--- config.mk ---
export PLATFORM = sky130hd
export DESIGN_NAME = rr_bus_arbiter_flat
export DESIGN_NICKNAME = d
export VERILOG_FILES = /design/src/rtl/rr_bus_arbiter_if.sv /design/src/rtl/rr_bus_arbiter.sv /design/src/flat_wrapper.sv
export SDC_FILE = /design/constraint.sdc
export NUM_CORES = 1
export LEC_CHECK = 0
export CORE_MARGIN = 8
export CORE_UTILIZATION = 46
export DETAILED_ROUTE_END_ITERATION = 7
export GPL_TIMING_DRIVEN = 0
export PLACE_DENSITY_LB_ADDON = 0.12
export SLEW_MARGIN = 25
export SYNTH_ARGS = -nofsm -noshare
export SYNTH_HDL_FRONTEND = slang
export SYNTH_SLANG_ARGS = --single-unit
--- constraint.sdc ---
create_clock -name clk -period 2.6 [get_ports clk]
set_input_delay 0.52 -clock clk [delete_from_list [all_inputs] [get_ports clk]]
set_output_delay 0.52 -clock clk [all_outputs]
set_load 0.01 [all_outputs]
--- src/rtl/rr_bus_arbiter_if.sv ---
// Requester/downstream bundle for the round-robin bus arbiter.
// master = arbiter side, slave = requesters plus downstream consumer.
interface rr_bus_arbiter_if #(
  parameter int unsigned WIDTH = 4
);
  logic [3:0]       req;
  logic [WIDTH-1:0] d0;
  logic [WIDTH-1:0] d1;
  logic [WIDTH-1:0] d2;
  logic [WIDTH-1:0] d3;
  logic             out_ready;
  logic [3:0]       gnt;
  logic [3:0]       en;
  logic [1:0]       sel;
  logic [WIDTH-1:0] q;
  logic             q_valid;

  modport master (
    input  req, d0, d1, d2, d3, out_ready,
    output gnt, en, sel, q, q_valid
  );

  modport slave (
    output req, d0, d1, d2, d3, out_ready,
    input  gnt, en, sel, q, q_valid
  );
endinterface

--- src/rtl/rr_bus_arbiter.sv ---
// Four-way round-robin arbiter with bounded grant length, driving mux select,
// tristate enables and a registered valid/ready output word.
module rr_bus_arbiter #(
  parameter int unsigned WIDTH    = 4,
  parameter int unsigned MAX_HOLD = 4
) (
  input logic              clk,
  input logic              rst_n,
  rr_bus_arbiter_if.master bus
);

  localparam int unsigned CNT_W = 4;
  localparam logic [0:0] ST_IDLE  = 1'b0;
  localparam logic [0:0] ST_GRANT = 1'b1;
  localparam logic [CNT_W-1:0] LAST_CNT = CNT_W'(MAX_HOLD - 1);

  logic [0:0]       r_state, w_state_nxt;
  logic [1:0]       r_ptr, w_ptr_nxt;
  logic [CNT_W-1:0] r_cnt, w_cnt_nxt;
  logic [3:0]       r_gnt, w_gnt_nxt;
  logic [1:0]       r_sel, w_sel_nxt;
  logic [WIDTH-1:0] r_q, w_q_nxt;
  logic             r_q_valid, w_q_valid_nxt;

  logic             w_acc;
  logic             w_own_req;
  logic             w_xfer;
  logic             w_release;
  logic [1:0]       w_scan_ptr;
  logic [2:0]       w_pick;
  logic [WIDTH-1:0] w_d_sel;

  // Returns {found, index} of the first requester at or after ptr (mod 4).
  function automatic logic [2:0] pick_winner(input logic [3:0] req, input logic [1:0] ptr);
    logic [2:0] res;
    logic [1:0] idx;
    res = 3'b000;
    for (int k = 3; k >= 0; k--) begin
      idx = ptr + 2'(k);
      if (req[idx]) res = {1'b1, idx};
    end
    return res;
  endfunction

  always_comb begin
    unique case (r_sel)
      2'd0:    w_d_sel = bus.d0;
      2'd1:    w_d_sel = bus.d1;
      2'd2:    w_d_sel = bus.d2;
      default: w_d_sel = bus.d3;
    endcase
  end

  assign w_acc      = !r_q_valid || bus.out_ready;
  assign w_own_req  = bus.req[r_sel];
  assign w_xfer     = (r_state == ST_GRANT) && w_own_req && w_acc;
  // Owner drop releases even under backpressure; the hold limit only on a real transfer.
  assign w_release  = (r_state == ST_GRANT) &&
                      (!w_own_req || (w_xfer && (r_cnt == LAST_CNT)));
  assign w_scan_ptr = w_release ? (r_sel + 2'd1) : r_ptr;
  assign w_pick     = pick_winner(bus.req, w_scan_ptr);

  // Next-state and registered-output values.
  always_comb begin
    w_state_nxt   = r_state;
    w_ptr_nxt     = r_ptr;
    w_cnt_nxt     = r_cnt;
    w_gnt_nxt     = r_gnt;
    w_sel_nxt     = r_sel;
    w_q_nxt       = r_q;
    w_q_valid_nxt = r_q_valid;

    if (w_xfer) begin
      w_q_nxt       = w_d_sel;
      w_q_valid_nxt = 1'b1;
      w_cnt_nxt     = r_cnt + CNT_W'(1);
    end else if (bus.out_ready && r_q_valid) begin
      w_q_valid_nxt = 1'b0;
    end

    unique case (r_state)
      ST_IDLE: begin
        if (w_pick[2]) begin
          w_state_nxt = ST_GRANT;
          w_gnt_nxt   = 4'b0001 << w_pick[1:0];
          w_sel_nxt   = w_pick[1:0];
          w_cnt_nxt   = '0;
        end
      end
      default: begin
        if (w_release) begin
          w_ptr_nxt = w_scan_ptr;
          if (w_pick[2]) begin
            w_gnt_nxt = 4'b0001 << w_pick[1:0];
            w_sel_nxt = w_pick[1:0];
            w_cnt_nxt = '0;
          end else begin
            w_state_nxt = ST_IDLE;
            w_gnt_nxt   = '0;
          end
        end
      end
    endcase
  end

  always_ff @(posedge clk or negedge rst_n) begin
    if (!rst_n) begin
      r_state   <= ST_IDLE;
      r_ptr     <= '0;
      r_cnt     <= '0;
      r_gnt     <= '0;
      r_sel     <= '0;
      r_q       <= '0;
      r_q_valid <= 1'b0;
    end else begin
      r_state   <= w_state_nxt;
      r_ptr     <= w_ptr_nxt;
      r_cnt     <= w_cnt_nxt;
      r_gnt     <= w_gnt_nxt;
      r_sel     <= w_sel_nxt;
      r_q       <= w_q_nxt;
      r_q_valid <= w_q_valid_nxt;
    end
  end

  assign bus.gnt     = r_gnt;
  assign bus.en      = r_gnt;
  assign bus.sel     = r_sel;
  assign bus.q       = r_q;
  assign bus.q_valid = r_q_valid;

endmodule

--- src/flat_wrapper.sv ---
// flat-port wrapper written by rule: the top's interface ports become plain ports
module rr_bus_arbiter_flat 
#(
  parameter int unsigned WIDTH    = 4,
  parameter int unsigned MAX_HOLD = 4
)
  (clk, rst_n, bus_req, bus_d0, bus_d1, bus_d2, bus_d3, bus_out_ready, bus_gnt, bus_en, bus_sel, bus_q, bus_q_valid);
  rr_bus_arbiter_if #(.WIDTH(WIDTH)) bus_i ();
  input logic clk;
  input logic rst_n;
  input wire logic [$bits(bus_i.req)-1:0] bus_req;
  input wire logic [$bits(bus_i.d0)-1:0] bus_d0;
  input wire logic [$bits(bus_i.d1)-1:0] bus_d1;
  input wire logic [$bits(bus_i.d2)-1:0] bus_d2;
  input wire logic [$bits(bus_i.d3)-1:0] bus_d3;
  input wire logic [$bits(bus_i.out_ready)-1:0] bus_out_ready;
  output wire logic [$bits(bus_i.gnt)-1:0] bus_gnt;
  output wire logic [$bits(bus_i.en)-1:0] bus_en;
  output wire logic [$bits(bus_i.sel)-1:0] bus_sel;
  output wire logic [$bits(bus_i.q)-1:0] bus_q;
  output wire logic [$bits(bus_i.q_valid)-1:0] bus_q_valid;
  assign bus_i.req = bus_req;
  assign bus_i.d0 = bus_d0;
  assign bus_i.d1 = bus_d1;
  assign bus_i.d2 = bus_d2;
  assign bus_i.d3 = bus_d3;
  assign bus_i.out_ready = bus_out_ready;
  assign bus_gnt = bus_i.gnt;
  assign bus_en = bus_i.en;
  assign bus_sel = bus_i.sel;
  assign bus_q = bus_i.q;
  assign bus_q_valid = bus_i.q_valid;
  rr_bus_arbiter #(.WIDTH(WIDTH), .MAX_HOLD(MAX_HOLD)) u_core (.clk(clk), .rst_n(rst_n), .bus(bus_i));
endmodule
* Yosys cells after proc, flatten, opt, wreduce, memory -nomap -nowiden *
Cells that the tools add are included.

word-level totals
  RAM bits = 0
  ROM bits = 0
  input port bits = 23
  bits in latches = 0
  register bits after elaboration = 18
  logic and storage cells = 68
  memories = 0
  output and inout bits = 15

cells by class
  multiplexer cells = 32
  div/mod/pow operators = 0
  bitwise operators = 0
  multiply operators = 0
  shift operators = 1
  equal/unequal tests = 4
  $add $sub $neg = 5
  $lt $le $gt $ge = 5
  reduce and logical (&&, ||, !) cells = 14

operator list
  operator             number
  $mux 4               8
  $lt 2x3->1 const B   5
  $mux 3               4
  $pmux 4 s3           1
  $bmux 1 s2           5
  $mux 1               10
  $mux 2               4
  $logic_and 1x1->1    5
  $add 2x1->2 const B  2
  $add 2x2->2 const B  2
  $add 4x1->4 const B  1
  $eq 4x2->1 const B   1
  $reduce_and 2->1     2
  $reduce_bool 2->1    2
  $shl 1x2->4 const A  1
  $eq 2x1->1 const B   1
  $eq 2x2->1 const B   1
  $logic_not 1->1      2
  $logic_not 2->1      1
  $logic_or 1x1->1     2
  $ne 2x2->1 const B   1

* Depth between registers and ports, before layout *
  depth after elaboration = 19
  depth in mapped cells = 7
  mapped depth without buffers = 7

* Worst setup path after synthesis *
Ideal clock, no wire load.

  path kind = reg-to-reg
  start = register u_core.r_sel[1] (netlist: u_core.bus.sel[1])
  end = register u_core.r_gnt[2] (netlist: u_core.bus.en[2])
  buffers on the path = 0
  clock period less this slack = 2077 ps
  arrival = 1956 ps
  stages on the path, launching flop included = 7
  setup slack = 523 ps
  data required time = 2478 ps
  setup time = 122 ps
  path through = dfrtp_1 mux2_4 o2bb2ai_2 o211ai_1 a32o_1 or3_4 a32o_1

on the way
  longest elaborated chain between the ends = 19
  elaborated cells on any way between the ends = 33
  classes of those cells = add/sub (4); eq/ne (1); shift (1); mux (19); reduce/logical (8)

RTL lines
  what                            RTL line                                    text
  start, declared                 rr_bus_arbiter.sv:21                        logic [1:0] r_sel, w_sel_nxt;
  start signal, assigned          rr_bus_arbiter.sv:120                       r_sel <= w_sel_nxt;
  $bmux 1 s2                      rr_bus_arbiter.sv:55                        assign w_own_req = bus.req[r_sel];
  $mux 1 (not written as such)    rr_bus_arbiter.sv:55
  $logic_and 1x1->1 (2 in a row)  rr_bus_arbiter.sv:56                        assign w_xfer = (r_state == ST_GRANT) && w_own_req && w_acc;
  $logic_and 1x1->1               rr_bus_arbiter.sv:59                        (!w_own_req || (w_xfer && (r_cnt == LAST_CNT)));
  $logic_or 1x1->1                rr_bus_arbiter.sv:59
  $logic_and 1x1->1               rr_bus_arbiter.sv:58                        assign w_release = (r_state == ST_GRANT) &&
  $mux 2                          rr_bus_arbiter.sv:60                        assign w_scan_ptr = w_release ? (r_sel + 2'd1) : r_ptr;
  $add 2x2->2                     rr_bus_arbiter.sv:39                        idx = ptr + 2'(k);
  $bmux 1 s2                      rr_bus_arbiter.sv:40                        if (req[idx]) res = {1'b1, idx};
  $mux 1 (not written as such)    rr_bus_arbiter.sv:40
  $mux 3 (4 in a row)             rr_bus_arbiter.sv:40
  $shl 1x2->4                     rr_bus_arbiter.sv:85, rr_bus_arbiter.sv:94
  $mux 4                          rr_bus_arbiter.sv:93                        if (w_pick[2]) begin
  $mux 4                          rr_bus_arbiter.sv:91                        if (w_release) begin
  $mux 4                          rr_bus_arbiter.sv:81                        unique case (r_state)
  end signal, assigned            rr_bus_arbiter.sv:119                       r_gnt <= w_gnt_nxt;
  end, declared                   rr_bus_arbiter.sv:20                        logic [3:0] r_gnt, w_gnt_nxt;

Several ways; a longest one is shown, not always the timed one. The select of a mux whose other input is x is not followed.
A chain may end at the register's enable or synchronous reset.

* Final worst setup path *
  start = input port bus_req[3]
  end = register u_core.r_gnt[2] (netlist: u_core.bus.en[2])

on the way
  longest elaborated chain between the ends = 19
  elaborated cells on any way between the ends = 32
  classes of those cells = add/sub (3); eq/ne (1); shift (1); mux (19); reduce/logical (8)

RTL lines
  what                            RTL line                                    text
  start, declared                 flat_wrapper.sv:11                          input wire logic [$bits(bus_i.req)-1:0] bus_req;
  $bmux 1 s2                      rr_bus_arbiter.sv:55
  $mux 1 (not written as such)    rr_bus_arbiter.sv:55
  $logic_and 1x1->1 (2 in a row)  rr_bus_arbiter.sv:56
  $logic_and 1x1->1               rr_bus_arbiter.sv:59
  $logic_or 1x1->1                rr_bus_arbiter.sv:59
  $logic_and 1x1->1               rr_bus_arbiter.sv:58
  $mux 2                          rr_bus_arbiter.sv:60
  $add 2x2->2                     rr_bus_arbiter.sv:39
  $bmux 1 s2                      rr_bus_arbiter.sv:40
  $mux 1 (not written as such)    rr_bus_arbiter.sv:40
  $mux 3 (4 in a row)             rr_bus_arbiter.sv:40
  $shl 1x2->4                     rr_bus_arbiter.sv:85, rr_bus_arbiter.sv:94
  $mux 4                          rr_bus_arbiter.sv:93
  $mux 4                          rr_bus_arbiter.sv:91
  $mux 4                          rr_bus_arbiter.sv:81

Several ways; a longest one is shown, not always the timed one. The select of a mux whose other input is x is not followed.

==> out/metrics.csv <==
stage;metric;value;unit
outcome;status;completed;
setup_path;Critical R2R Capture;u_core.bus.en[2]$_DFFE_PN0P_;
global_routing;gr ovfl total;0;
logic_synthesis;Post-Syn Area per Cell;10.0;um^2
setup_path;cells along the critical path;clkdlybuf4s50_1 > mux2_4 > o2bb2ai_2 > o211ai_1 > a32o_1 > or3_4 > a32o_1;
run;max_cap viols;0;
setup_path;crit path from;bus_req[3];
clock_tree;hold_buf cts;0;
timing;RSZ-0062 raised after global routing;false;
die;row count;18;
timing;Layout Skew;0.00562;ns
logic_synthesis;Yosys top cell by area;dfrtp_1;
power_and_ir_drop;VDD IR-drop max;0.641;mV
global_routing;vias in the first global route;1098;
global_routing;initial antenna violation count;0;
logic_synthesis;Syn Std Cell Area;1190;um^2
setup_path;Setup CP Type;in2reg;
timing;Fin Setup TNS;0;ns
logic_synthesis;sequential share of the synthesized area;0.377;
power_and_ir_drop;Power Density;1050;nW/um^2
routing;DR WL/cell;15.8;um
setup_path;Worst Setup EP;u_core.bus.en[2]$_DFFE_PN0P_;
timing;Period minus WS final;2.44;ns
logic_synthesis;Yosys Warn Count;0;
logic_synthesis;largest cells by area after synthesis;dfrtp_1 38%, ha_1 5.2%, nand2_1 4.4%;
placed_design;routability cong.;0.747;
setup_path;reg2reg start;u_core.bus.sel[1]$_DFFE_PN0P_;
logic_synthesis;top-count cell post-synth;dfrtp_1;
placed_design;PortBufs;37;
power_and_ir_drop;Lkg Pwr;0.674;nW
clock_tree;clock latency on the worst-skew pair;0.29;ns
cells_and_area;area grow syn2layout;37.2;%
cells_and_area;Inserted Diodes;0;
logic_synthesis;Post-Synthesis Cells;119;
clock_tree;CTS Root Cell;clkbuf_4;
clock_tree;Post-CTS Repair Setup Buffers;0;
routing;routed vias;1048;
setup_path;crit path max fanout;7;
logic_synthesis;ys async rst share;1.00;
placed_design;worst slack, placed;-0.151;ns
timing;Rel. slew slack;0.459;
timing;Slew Viols, Final;0;
clock_tree;H-tree Lvls;1;
routing;first drt pass iteration count;5;
timing;crit share post-route;0.940;
setup_path;Worst path slowest cell;clkdlybuf4s50_1;
global_routing;largest net degree at the start of global routing;19;
setup_path;delay-heaviest family, CP;compound AO/OA/AOI/OAI gates;
timing;Hold Fails Final Rpt;0;
placed_design;DP HPWL;2430;um
clock_tree;Num CTS Buffers;3;
routing;DR iter-0 viols;43;
clock_tree;CTS sink cnt;18;
cells_and_area;share of cells above drive strength 1;0.144;
setup_path;CP Buf/Inv Count;1;
setup_path;most used cell, CP;a32o_1;
setup_path;Reg2Reg Setup Slack;0.35;ns
logic_synthesis;post-synth cell types;47;
routing;DRT Wirelength;2990;um
setup_path;startpoint types;primary input;
die;io pins;38;
global_routing;gr usage total;0.143;
global_routing;first-pass GRT wire length;5150;um
timing;Max Clock Freq;409;MHz
clock_tree;CTS tree;done;
cells_and_area;nets;189;
die;Die Y;66.9;um
setup_path;R2R cell count;6;
routing;drt drc;0;
logic_synthesis;Post-synth top cells;18 x dfrtp_1, 14 x nand2_1, 7 x nor2_1, 7 x o21ai_0, 6 x a21oi_1;
setup_path;Crit. path cell count;7;
logic_synthesis;Synth Register Bits;18;
setup_path;CP Data Required Time;2.79;ns
die;DIE AREA;4480;um^2
die;CORE AREA;2480;um^2
routing;via/cell ratio;5.52;
clock_tree;CTS resizes;0;
clock_tree;Clock Path Buffers;2;
hold_path;Worst Hold Class;reg2reg;
logic_synthesis;number of flops mapped to enable cells by yosys;0;
clock_tree;Clock transition at path regs;0.11;ns
setup_path;slowest stage delay, CP;0.52;ns
die;DIE WIDTH;66.9;um
setup_path;nature of the critical path endpoint;register;
setup_path;Data arrival, critical path;2.63;ns
logic_synthesis;Main synth FF type;dfrtp_1;
logic_synthesis;Synth Net Count;147;
die;starting density of the core;0.482;
logic_synthesis;Yosys top cell area share;0.377;
routing;antenna-violating nets left;0;
timing;# setup viols final;0;
timing;setup ws final;0.155;ns
timing;slew at the pin closest to its max-slew limit;0.809;ns
-- how the worst min path moves through the flow --
stage	start	to	slack, ns	cells past startpoint
after floorplan	rst_n	u_core.bus.en[0]$_DFFE_PN0P_	0.22	0
after global placement	u_core.bus.q[0]$_DFFE_PN0N_	u_core.bus.q[0]$_DFFE_PN0N_	0.46	2
after detailed placement	u_core.bus.q[3]$_DFFE_PN0N_	u_core.bus.q[3]$_DFFE_PN0N_	0.47	2
after CTS	u_core.bus.q[3]$_DFFE_PN0N_	u_core.bus.q[3]$_DFFE_PN0N_	0.49	2
after global routing	u_core.bus.q[1]$_DFFE_PN0N_	u_core.bus.q[1]$_DFFE_PN0N_	0.52	2
final	u_core.bus.q[3]$_DFFE_PN0N_	u_core.bus.q[3]$_DFFE_PN0N_	0.48	2
-- cell families after synthesis --
group	count (synthesis)	share of synthesized area
compound gates	35	0.244
xor+xnor	2	0.0147
fa+ha+maj	5	0.0524
buf+inv	10	0.0440
flops	18	0.377
mux	4	0.0430
simple gates	45	0.224
-- per-stage QoR --
stage | power [mW] | cells | hold WS [ns] | area, um^2 | utilization
final | 1.72 | 190 | 0.484 | 1640 | 0.661
after global routing | 1.86 | 190 | 0.519 | 1640 | 0.661
after CTS | 1.73 | 190 | 0.493 | 1640 | 0.661
after detailed placement | 1.55 | 186 | 0.469 | 1600 | 0.646
after global placement | 1.51 | 186 | 0.464 | 1600 | 0.646
after floorplan | 1.17 | 119 | 0.224 | 1190 | -
-- worst reg2reg max path: cells and delay by family (launching register included) --
kind	cells	cell delay [ns]
flip-flops	1	0.53
AND/OR/NAND/NOR	3	0.87
multiplexers	1	0.36
AO/OA/AOI/OAI	2	0.39
-- placed cells by master, fill, tap and decap left out, types with 2 or more instances in the layout --
master	synthesis	final
nor3_1	2	2
clkbuf_4	0	3
o21ai_0	7	7
mux2_4	2	2
clkdlybuf4s50_1	0	37
nand2_1	14	14
nand2b_1	4	4
inv_1	4	4
a222oi_1	4	4
nor2_1	7	7
buf_4	4	4
nand3_1	2	2
dfrtp_1	18	18
nor2b_1	5	5
a21oi_1	6	6
a32o_1	3	3
ha_1	5	5
-- where the power goes --
| part | internal [mW] | leakage, nW | total (mW) | switching [mW] |
|---|---|---|---|---|
| clock | 0.0852 | 0.0210 | 0.173 | 0.0881 |
| sequential | 0.379 | 0.226 | 0.476 | 0.0971 |
| combinational | 0.545 | 0.427 | 1.07 | 0.528 |
| total | 1.01 | 0.674 | 1.72 | 0.713 |
-- registers in the layout, indices dropped and copies added (netlist names) --
name,count
u_core.r_state,1
u_core.bus.sel,2
u_core.bus.q_valid,1
u_core.bus.q,4
u_core.r_cnt,4
u_core.bus.en,4
u_core.r_ptr,2
-- metal layers --
metal	part of all wire	vias to the layer above	GRT usage
met5	0	-	0
met1	0.45	498	0.178
li1	-	523	-
met2	0.50	25	0.250
met4	0.0043	0	0.0339
met3	0.047	2	0.0252
-- final cells by class --
class / instances / area, um^2
fill: 214 / 840
multi-input combinational: 91 / 691
sequential: 18 / 450
timing repair buffer: 37 / 370
buffer: 6 / 37.5
tap: 30 / 37.5
clock buffer: 4 / 36.3
inverter: 4 / 15.0
(Power assumes the default switching activity.)
==> patch 1: new RTL, same settings <==
`WIDTH` is set to 4 in 3 places; all go to 5.
--- a/src/rtl/rr_bus_arbiter_if.sv
+++ b/src/rtl/rr_bus_arbiter_if.sv
@@ -3,3 +3,3 @@
 interface rr_bus_arbiter_if #(
-  parameter int unsigned WIDTH = 4
+  parameter int unsigned WIDTH = 5
 );
--- a/src/rtl/rr_bus_arbiter.sv
+++ b/src/rtl/rr_bus_arbiter.sv
@@ -3,3 +3,3 @@
 module rr_bus_arbiter #(
-  parameter int unsigned WIDTH    = 4,
+  parameter int unsigned WIDTH    = 5,
   parameter int unsigned MAX_HOLD = 4
--- a/src/flat_wrapper.sv
+++ b/src/flat_wrapper.sv
@@ -3,3 +3,3 @@
 #(
-  parameter int unsigned WIDTH    = 4,
+  parameter int unsigned WIDTH    = 5,
   parameter int unsigned MAX_HOLD = 4
Interface: changed (5 resized); port bits go from 38 to 43. No check against the original RTL was run, so the function may have changed too.
==> patch 1 against the original RTL <==
Sequential cell count rose by 1; total power rose by 10%; fmax fell by 4.4%; area after synthesis rose by 0.84%; sequential power rose by 7.1%; wire length rose by 9.0%; critical path depth did not move; design area rose by 6.9%; worst setup slack got worse by 110 ps; highest routed layer unchanged.
==> patch 1: results (changes against the original RTL) <==
INFO  grt            grt_util_met2=26.5% [+1.6 points]
INFO  power          sequentialPowerShare=26.9% [-0.7 points]
INFO  setup_path     cp_data_arrival_time=2760ps [+130 ps]
INFO  setup_path     crit_start=bus_req[1]
INFO  drt            met3RoutedLength=218um [+54%]
INFO  setup_path     rrSetupSlack=80ps [-270 ps]
INFO  logic_synthesis synthMuxAreaShare=5.41% [+1.1 points]
INFO  logic_synthesis synthXorXnorAreaFrac=1.46% [-0.012 points]
INFO  grt            grtUsageMet1=16.5% [-1.3 points]
INFO  drt            via_per_inst=5.60 [+1.5%]
INFO  power          power_leakage=0.810nW [+20%]
INFO  setup_path     cp_slowest_stage_delay=560ps [+40 ps]
INFO  worst_hold_path min_to=u_core.bus.q[0]
INFO  grt            total_global_routing_track_utilization=14.7% [+0.40 points]
INFO  drt            wl_per_cell=16.1um [+2.0%]
INFO  worst_hold_path timing.hold.worst.start=u_core.bus.q[0]
INFO  drt            m1_wl=1.27mm [-5.6%]
INFO  grt            grt_start_max_net_pins=20 [+1]
INFO  logic_synthesis synth_nets=156 [+6.1%]
INFO  drt            met2RoutedLength=1.72mm [+15%]
INFO  sta            fin_worst_skew=2.04ps [-3.59 ps]
INFO  grt            grt_pass1_vias=1143 [+4.1%]
INFO  place          postPlaceCellArea=1660um2 [+3.7%]
INFO  place          hpwl=2.56mm [+5.4%]
INFO  final_layout   post_route_cells_drive_above_1_share=14.5% [+0.076 points]
INFO  drt            detail_route.first_pass.iterations=4 [-1]
INFO  final_layout   final-instance-count-excl-fill=203 [+6.8%]
INFO  logic_synthesis postSynthCellCount=124 [+4.2%]
INFO  status         run_status=complete, no violations
INFO  sta            setup_slack=43.2ps [-112 ps]
INFO  sta            finalHoldWorstSlack=493ps [+8.85 ps]
==> patch 1: changes by cell type after synthesis, moves of 2 or more <==
cell / change
sky130_fd_sc_hd__a32o_1: -3
sky130_fd_sc_hd__inv_1: +4
sky130_fd_sc_hd__a21o_1: +3
sky130_fd_sc_hd__nor2b_1: -4
sky130_fd_sc_hd__nor2_1: +4
sky130_fd_sc_hd__nor3_1: -2
sky130_fd_sc_hd__o21ai_0: +3
sky130_fd_sc_hd__nand2_1: -4
sky130_fd_sc_hd__a21oi_1: +3
sky130_fd_sc_hd__o21ba_1: +2
==> patch 1: layout make-up <==
cell class | count | area, um2
clock buffer | 3 | 22.5
buffer | 6 | 37.5
clock inverter | 1 | 5.00
fill | 221 | 727
timing repair buffer | 45 | 453
tap | 30 | 37.5
multi-input combinational | 91 | 689
inverter | 8 | 30.0
sequential | 19 | 475
==> patch 1: what timing repair did <==
action,in CTS,in global routing
pin swaps,0,2
gates resized for setup,1,9
hold buffers,0,0
endpoints found under the setup margin,6,5
setup buffers,2,1
==> patch 2: new RTL, same settings <==
Made on the original files. Reset style: synchronous (`rst_n`), changed in one clocked block.
--- a/src/rtl/rr_bus_arbiter.sv
+++ b/src/rtl/rr_bus_arbiter.sv
@@ -105,3 +105,3 @@
 
-  always_ff @(posedge clk or negedge rst_n) begin
+  always_ff @(posedge clk) begin
     if (!rst_n) begin
Check against the original RTL: differs if rst_n is asserted again (counterexample within 4 cycles, from zero or initial values and one cycle with rst_n low); with rst_n held inactive, the same outputs for 10 cycles.
==> patch 2 against the original RTL <==
Wire length shrank 3.7%; non-clock buffer count grew 6; area after synthesis shrank 9.9%; synthesized cell count grew 4.2%; critical endpoint is now u_core.bus.en[0]; worst setup slack lost 34 ps; design area shrank 4.0%; sequential cell count is the same.
Power is not compared: it rests on default switching activity, and its combinational part moved more than twofold at a synthesized area within 25%.
==> patch 2: results (changes against the original RTL) <==
INFO  grt            grt_start_max_net_pins=11 [-8]
INFO  status         run_status=complete, no violations
INFO  worst_hold_path timing.hold.worst.start=u_core.bus.en[3]
INFO  setup_path     r2r-start=u_core.bus.sel[0]
INFO  setup_path     crit_path_end=u_core.bus.en[0]
INFO  sta            fin_worst_skew=8.14ps [+2.52 ps]
INFO  logic_synthesis synth_nets=152 [+3.4%]
INFO  setup_path     rr_endpoint=u_core.bus.en[3]
INFO  drt            finalWirelength=2.88mm [-3.7%]
INFO  logic_synthesis distinct_cells_synth=42 [-11%]
INFO  logic_synthesis synth_top_cells_by_area=sky130_fd_sc_hd__dfxtp_1 33%, sky130_fd_sc_hd__nor2_1 6.6%, sky130_fd_sc_hd__ha_1 5.8%
INFO  place          hpwl=2.23mm [-8.2%]
INFO  place          final_weighted_congestion_in_routability_driven_placement=0.818 [+9.4%]
INFO  place          postPlaceCellArea=1480um2 [-7.5%]
INFO  logic_synthesis synth-async-reset-ratio=0% [-100 points]
INFO  drt            via_per_inst=5.59 [+1.3%]
INFO  grt            grtUsageMet1=13.4% [-4.3 points]
INFO  sta            timing_worst_slew_pin_value=552ps [-257 ps]
INFO  clock_network  cts-htree-levels=1 [unchanged]
INFO  setup_path     crit_start=bus_out_ready
INFO  sta            finalCriticalPeriod=2480ps [+34.2 ps]
INFO  clock_network  clock_input_transition_at_the_sequential_cells_of_the_worst_setup_and_hold_paths=110ps [about the same]
INFO  drt            drt_iter0_drc=52 [+21%]
INFO  logic_synthesis synth_sequential_area_ratio=33.5% [-4.2 points]
INFO  final_layout   layout.filler_cells=205 [-4.2%]
INFO  final_layout   design.final.nets=198 [+4.8%]
INFO  logic_synthesis ys_dominant_reg_cell=sky130_fd_sc_hd__dfxtp_1
INFO  grt            use_met3=4.70% [+2.2 points]
INFO  logic_synthesis post_synth_most_frequent_cells=19 x sky130_fd_sc_hd__nor2_1, 18 x sky130_fd_sc_hd__dfxtp_1, 9 x sky130_fd_sc_hd__a21oi_1
INFO  setup_path     number_of_cell_instances_on_the_worst_register_to_register_path=9 [+3]
INFO  setup_path     cp_data_arrival_time=2690ps [+60 ps]
INFO  place          pre_cts_ws=-500ps [-349 ps]
INFO  grt            total_global_routing_track_utilization=13.3% [-1.1 points]
INFO  grt            grt_util_met2=24.6% [-0.37 points]
INFO  final_layout   post_route_cells_drive_above_1_share=13.6% [-0.77 points]
INFO  grt            grt_pass1_vias=1028 [-6.4%]
INFO  drt            detail_route.first_pass.iterations=4 [-1]
INFO  setup_path     crit_path_max_fanout=5 [-2]
INFO  setup_path     cp_slowest_stage_delay=390ps [-130 ps]
-- patch 2: cell count changes in the layout (fill, tap and decap cells not counted), moves of 3 or more --
| cell | delta |
|---|---|
| sky130_fd_sc_hd__a32o_1 | -3 |
| sky130_fd_sc_hd__dfxtp_1 | +18 |
| sky130_fd_sc_hd__a21oi_1 | +3 |
| sky130_fd_sc_hd__nand2_1 | -7 |
| sky130_fd_sc_hd__mux2i_1 | +3 |
| sky130_fd_sc_hd__dfrtp_1 | -18 |
| sky130_fd_sc_hd__nand2b_1 | -4 |
| sky130_fd_sc_hd__buf_4 | +4 |
| sky130_fd_sc_hd__nor2_1 | +12 |
| sky130_fd_sc_hd__o21ai_0 | -4 |
-- patch 2: through the flow --
stage | cells | util (%)
after CTS | 195 | 69.5
after floorplan | 124 | -
final | 197 | 71.0
after global routing | 197 | 71.0
after global placement | 189 | 67.0
after detailed placement | 189 | 67.0
-- patch 2: cell families (layout without fill, tap and decap cells) --
logic type | count (synthesis) | after routing | share of synthesized area (%)
multiplexers | 6 | 6 | 7.09
adder cells (fa/ha/maj) | 5 | 5 | 5.81
flip-flops | 18 | 18 | 33.5
buffers and inverters | 11 | 56 | 5.93
XOR/XNOR | 3 | 3 | 2.44
AND/OR/NAND/NOR | 50 | 50 | 24.3
AO/OA/AOI/OAI | 31 | 31 | 20.9
-- patch 2: report_power, final --
group | internal [mW] | switching (mW)
Sequential | 0.296 | 0.0180
Clock | 0.0854 | 0.0924
Combinational | 0.150 | 0.123
-- patch 2: layer usage --
metal  part of all wire (%)  routed length, um  vias to the layer above
met5                      0                  0                        -
met4                    1.4                 39                        0
met3                    5.5                158                        4
met2                     52               1510                       45
met1                     41               1170                      510
li1                       -                  -                      542
-- patch 2: worst max-delay path: cells and delay by family --
family | cells | cell delay (ps)
mux | 1 | 180
simple gates | 2 | 470
compound gates | 4 | 940
buf+inv | 2 | 580
-- patch 2: worst min path at each step --
stage	endpoint	slack, ps	cells past startpoint
after detailed placement	u_core.bus.en[2]	460	2
after global placement	u_core.bus.en[2]	460	2
final	u_core.bus.en[3]	480	2
after floorplan	u_core.bus.en[2]	480	2
after global routing	u_core.bus.en[2]	500	2
after CTS	u_core.bus.en[2]	480	2
-- patch 2: final cells by class --
| class | count | area (um2) | share of cell area, % |
|---|---|---|---|
| Buffer | 8 | 52.6 | 3.34 |
| Clock buffer | 4 | 36.3 | 2.31 |
| Inverter | 3 | 11.3 | 0.717 |
| Multi-Input combinational cell | 95 | 671 | 42.7 |
| Sequential cell | 18 | 360 | 22.9 |
| Tap cell | 28 | 35.0 | 2.23 |
| Timing Repair Buffer | 41 | 405 | 25.8 |
-- patch 2: what timing repair did --
item	in CTS	in global routing
endpoints found under the setup margin	5	6
hold buffers	0	0
pin swaps	1	2
buffers inserted	2	2
resized for setup	1	6
